File: config.mk
export PLATFORM = sky130hd
export DESIGN_NAME = ssd_scanner
export DESIGN_NICKNAME = d
export VERILOG_FILES = /design/src/rtl/ssd_pkg.sv /design/src/rtl/ssd_seg_decode.sv /design/src/rtl/ssd_scanner.sv
export SDC_FILE = /design/constraint.sdc
export NUM_CORES = 1
export LEC_CHECK = 0
export CELL_PAD_IN_SITES_DETAIL_PLACEMENT = 0
export CELL_PAD_IN_SITES_GLOBAL_PLACEMENT = 1
export CORE_ASPECT_RATIO = 0.9
export CORE_MARGIN = 5
export CORE_UTILIZATION = 46
export CTS_CLUSTER_SIZE = 40
export DETAILED_ROUTE_END_ITERATION = 7
export PLACE_DENSITY_LB_ADDON = 0.1
export SKIP_CTS_REPAIR_TIMING = 1
export SLEW_MARGIN = 25
export SYNTH_ARGS = -nofsm -noshare
export SYNTH_HDL_FRONTEND = slang
export SYNTH_SLANG_ARGS = --single-unit
File: constraint.sdc
create_clock -name clk -period 5.1 [get_ports clk]
set_input_delay 1.02 -clock clk [delete_from_list [all_inputs] [get_ports clk]]
set_output_delay 1.02 -clock clk [all_outputs]
set_load 0.005 [all_outputs]
File: src/rtl/ssd_pkg.sv
// +--------------------------------------------------------------------+
// | ssd_pkg: shared constants, segment table and state type for the    |
// |          seven-segment scanner.                                    |
// | Revision: 1.0                                                      |
// +--------------------------------------------------------------------+
`default_nettype none

package ssd_pkg;

  localparam logic [6:0] SEG_BLANK = 7'b1111111;

  // Active-low segments, bit6 = a ... bit0 = g, indexed by hex nibble
  localparam logic [6:0] SEG_TABLE [16] = '{
    7'b0000001, 7'b1001111, 7'b0010010, 7'b0000110,
    7'b1001100, 7'b0100100, 7'b0100000, 7'b0001111,
    7'b0000000, 7'b0000100, 7'b0001000, 7'b1100000,
    7'b1110010, 7'b1000010, 7'b0110000, 7'b0111000
  };

  typedef enum logic [0:0] {
    S_BLANK = 1'b0,
    S_DRIVE = 1'b1
  } state_t;

  function automatic int clog2(input int n);
    int w;
    w = 0;
    for (int v = n - 1; v > 0; v = v >> 1) begin
      w = w + 1;
    end
    return w;
  endfunction

endpackage

`default_nettype wire

File: src/rtl/ssd_seg_decode.sv
// +--------------------------------------------------------------------+
// | ssd_seg_decode: combinational hex nibble to active-low segments.   |
// | Revision: 1.0                                                      |
// +--------------------------------------------------------------------+
`default_nettype none

module ssd_seg_decode
  import ssd_pkg::*;
(
  input  logic [3:0] i_nibble,
  output logic [6:0] o_seg
);

  assign o_seg = SEG_TABLE[i_nibble];

endmodule

`default_nettype wire

File: src/rtl/ssd_scanner.sv
// +--------------------------------------------------------------------+
// | ssd_scanner: round-robin common-anode 7-segment driver with a      |
// |              blanking gap at the start of every digit slot.        |
// | Option macro: LEADING_ZERO_BLANK_EN (suppress leading zeros).      |
// | Revision: 1.0                                                      |
// +--------------------------------------------------------------------+
`default_nettype none

module ssd_scanner
  import ssd_pkg::*;
#(
  parameter int NUM_DIGITS  = 4,
  parameter int REFRESH_DIV = 100000,
  parameter int BLANK_CYC   = 1000
) (
  input  logic                    clk,
  input  logic                    reset,
  input  logic [4*NUM_DIGITS-1:0] value,
  input  logic                    load,
  input  logic [NUM_DIGITS-1:0]   digit_en,
  output logic [NUM_DIGITS-1:0]   anode,
  output logic [6:0]              cathode,
  output logic                    frame_tick
);

  localparam int CNT_W = clog2(REFRESH_DIV);
  localparam int IDX_W = clog2(NUM_DIGITS);
  localparam logic [CNT_W-1:0] CNT_LAST   = CNT_W'(REFRESH_DIV - 1);
  localparam logic [CNT_W-1:0] BLANK_LAST = CNT_W'(BLANK_CYC - 1);
  localparam logic [IDX_W-1:0] IDX_LAST   = IDX_W'(NUM_DIGITS - 1);

  logic [CNT_W-1:0]        r_cnt;
  logic [IDX_W-1:0]        r_idx;
  state_t                  r_state;
  logic [4*NUM_DIGITS-1:0] r_pending;
  logic [4*NUM_DIGITS-1:0] r_shown;

  logic                    w_slot_end;
  logic                    w_wrap;
  logic [3:0]              w_nib;
  logic [6:0]              w_seg;
  logic [NUM_DIGITS-1:0]   w_sel;
  logic [NUM_DIGITS-1:0]   w_keep;
  logic                    w_lit;

  assign w_slot_end = (r_cnt == CNT_LAST);
  assign w_wrap     = w_slot_end && (r_idx == IDX_LAST);
  assign w_nib      = r_shown[{r_idx, 2'b00} +: 4];
  assign w_sel      = {{(NUM_DIGITS-1){1'b0}}, 1'b1} << r_idx;

  ssd_seg_decode u_dec (
    .i_nibble (w_nib),
    .o_seg    (w_seg)
  );

`ifdef LEADING_ZERO_BLANK_EN
  // A digit stays lit only if it or some higher digit is nonzero; digit 0 always lit
  always_comb begin
    logic v_seen;
    v_seen = 1'b0;
    w_keep = '0;
    for (int i = NUM_DIGITS - 1; i >= 1; i--) begin
      v_seen    = v_seen | (|r_shown[i*4 +: 4]);
      w_keep[i] = v_seen;
    end
    w_keep[0] = 1'b1;
  end
`else
  assign w_keep = '1;
`endif

  assign w_lit = (r_state == S_DRIVE) && digit_en[r_idx] && w_keep[r_idx];

  always_ff @(posedge clk) begin
    if (reset) begin
      r_cnt      <= '0;
      r_idx      <= '0;
      r_state    <= S_BLANK;
      r_pending  <= '0;
      r_shown    <= '0;
      anode      <= '1;
      cathode    <= SEG_BLANK;
      frame_tick <= 1'b0;
    end else begin
      frame_tick <= w_wrap;

      if (w_slot_end) begin
        r_cnt <= '0;
        r_idx <= (r_idx == IDX_LAST) ? '0 : r_idx + IDX_W'(1);
      end else begin
        r_cnt <= r_cnt + CNT_W'(1);
      end

      case (r_state)
        S_BLANK: if (r_cnt == BLANK_LAST) r_state <= S_DRIVE;
        S_DRIVE: if (w_slot_end)          r_state <= S_BLANK;
        default:                          r_state <= S_BLANK;
      endcase

      if (load) r_pending <= value;
      // Shown only advances at frame wrap so a frame never mixes two values
      if (w_wrap) r_shown <= load ? value : r_pending;

      anode   <= w_lit ? ~w_sel : '1;
      cathode <= w_lit ? w_seg  : SEG_BLANK;
    end
  end

endmodule

`default_nettype wire

==> results.toml <==
[run_status]
status = "complete, no violations"

[layout]
post-route-util_pct = 56.94
finalInstanceArea_um2 = 3443
layout.cells.non_filler = 387
final_cell_mix = "dfxtp_1, clkdlybuf4s50_1, nor2_1"
drive_above_1_share_pct = 13.02
synthToLayoutAreaGrowth_pct = 21.29
num-nets-final = 344
antenna_cells = 0
fill_cells = 558
layout_commonest_cell = "dfxtp_1"

[route]
vias = 1977
dr.pass1.iters = 4
wirelength_mm = 5.317
routedWlPerCell_um = 13.74
dr.max_layer_used = "met4"
viasPerCell = 5.109
wl_met3_um = 273
drt_iter0_drc = 100
wl_met2_mm = 2.127
final_antenna_net_count = 0
wl_met1_mm = 2.881
drc = 0

[clocking]
htree_levels = 3
clkTransAtPathRegs_ps = 70
cts_root_buffer = "clkbuf_8"
clk-insertion-delay-late_ps = 330
numCtsBuffers = 9
cts_buffer_depth = 2
cts_tree = "yes"
cts.sinks = 64

[critical_path]
r2r-start = "r_idx[0]$_SDFFE_PP0N_"
critical_path.max_fanout = 16
critical_path_class = "primary input to flip-flop"
crit_buf_inv = 1
end_kind = "flip-flop"
slowest_delay_ps = 1130
cp_top_family = "buffers and inverters"
arrival_ps = 2800
rrSetupSlack_ps = 2780
crit_path_top_delay_cell = "clkdlybuf4s50_1"
r2r_cells = 4
start_kind = "primary input"
crit_required_ps = 5330
reg2reg_to = "cathode[6]$_SDFF_PP1_"
path_cells = "clkdlybuf4s50_1 -> mux2i_1 -> nor2_1 -> mux2_2"

[synthesis]
ys_seq_area_share_pct = 45.13
synth_flop_cell = "dfxtp_1"
yosysWarnings = 0
netlist_area_um2 = 2839
synth-edff-count = 0
syn_nets = 315
synth_top_family_by_area = "simple AND/OR/NAND/NOR gates"
synthMuxAreaShare_pct = 17.01
synth.distinct_cells = 38
synthCells = 281
ys_ff_latch = 64
synth_compound_area_share_pct = 4.936
synth-simple-area-share_pct = 20.49
synthArstFlopShare_pct = 0
synthAdderAreaFrac_pct = 4.848
avgSynthCellArea_um2 = 10.10
synth_xor_area_share_pct = 3.702

[timing]
final.period_utilization_pct = 50.45
finalHoldViolations = 0
worst_hold_slack_ps = 446.7
skew_ps = 6.355
setup_violations = 0
worst_slew_pin_slew_ps = 1003
rsz0062_at_grt = "false"
clock.fmax_mhz = 388.7
fin_ws_ps = 2527
tns_ps = 0
period_needed_ps = 2573
relSlewSlack_pct = 32.94
drv_slew = 0

[placed_design]
place_area_um2 = 3198
placedCellCount = 371
dpl.hpwl_mm = 3.617
post-place-ws_ps = 2154
io_buffers = 34
gp_congestion = 0.7480

[global_routing]
grt.total_usage_pct = 14.62
grt_pass1_vias = 1874
grt_pass1_wl_mm = 9.045
globalRouteOverflowTotal = 0
antenna_found_initial = 0
grt_max_degree = 39

[run]
cap_violations = 0

[pwr]
peakVddDrop_v = 0.0001749
intPower_uw = 873.0
power_mw = 1.084
p_sw_share_pct = 19.45
power_switching_uw = 210.8
p_seq_share_pct = 47.3
power.density_nw_per_um2 = 314.8
pwr-share-clk_pct = 48.5
pwr-share-comb_pct = 4.2
p_leak_nw = 1.358

[min_path]
min_from = "r_cnt[0]$_SDFF_PP0_"
min_to = "r_cnt[0]$_SDFF_PP0_"
hp-class = "flip-flop to flip-flop"
hold_depth = 1

[die]
die-area_um2 = 7845
core_area_um2 = 6047
start_util_pct = 46.95
core.rowCount = 27
num_io_pins = 35
die_x_um = 92.81
die_y_um = 84.53
[power by group through the flow]
stage	Clock [mW]	Combinational [mW]	Sequential (mW)
4_1_cts	0.545	0.0468	0.512
6_report	0.525	0.0460	0.513
3_5_place_dp	0	0.0465	0.524
2_1_floorplan	0	0.0248	0.523
3_3_place_gp	0	0.0464	0.524
5_1_grt	0.565	0.0517	0.513
[cell usage after synthesis, drive strengths merged, types with 6 or more instances]
library cell,count,area [µm²]
dfxtp,64,1281
nor2,33,123.9
mux2i,19,190.2
nor2b,18,112.6
mux2,16,180.2
nand2,16,60.06
buf,12,65.06
ha,11,137.6
nand3,10,55.05
o21ai,7,35.03
xor2,7,61.31
clkbuf,6,22.52
inv,6,22.52
nand4,6,37.54
[logic make-up after synthesis]
logic type	Yosys count
AOI/OAI and AO/OA	22
xor gates and xnor gates	12
adders and majority gates	11
buffers and inverters	24
DFF	64
muxes	40
and+or+nand+nor	108
[per-layer routing]
| layer | track usage, % | up-vias |
|---|---|---|
| li1 | - | 1038 |
| met1 | 21.36 | 894 |
| met2 | 19.75 | 40 |
| met3 | 5.466 | 5 |
| met4 | 4.660 | 0 |
| met5 | 0 | - |
[worst max path at each step]
stage | start | endpoint | slack [ps] | cells after the start
floorplan | load | r_shown[10]$_SDFFE_PP0P_ | 2830 | 5
global placement | load | r_shown[7]$_SDFFE_PP0P_ | 2180 | 4
detailed placement | load | r_shown[7]$_SDFFE_PP0P_ | 2150 | 4
CTS | load | r_shown[13]$_SDFFE_PP0P_ | 2510 | 4
global route | load | r_shown[5]$_SDFFE_PP0P_ | 2410 | 4
finish | load | r_shown[7]$_SDFFE_PP0P_ | 2530 | 4
[worst register-to-register path, stage by stage, from the launching register on]
cell      delay [ps]
dfxtp_1          670
mux4_2           660
ha_1             280
mux4_2           460
nand2b_1         150
[cell type report]
| class | instances | area [µm²] | share of cell area (%) |
|---|---|---|---|
| Inverter | 6 | 22.52 | 0.6541 |
| Sequential cell | 64 | 1281 | 37.21 |
| Timing Repair Buffer | 36 | 355.3 | 10.32 |
| Tap cell | 72 | 90.09 | 2.616 |
| Multi-Input combinational cell | 193 | 1449 | 42.08 |
| Clock inverter | 5 | 103.9 | 3.016 |
| Clock buffer | 11 | 141.4 | 4.106 |
[sequential cells by signal (all words and copies together) (netlist names)]
signal,flops
frame_tick,1
cathode,7
anode,4
r_state,1
r_shown,16
r_cnt,17
r_idx,2
r_pending,16
Note: power is estimated with default switching activity, not from simulation.
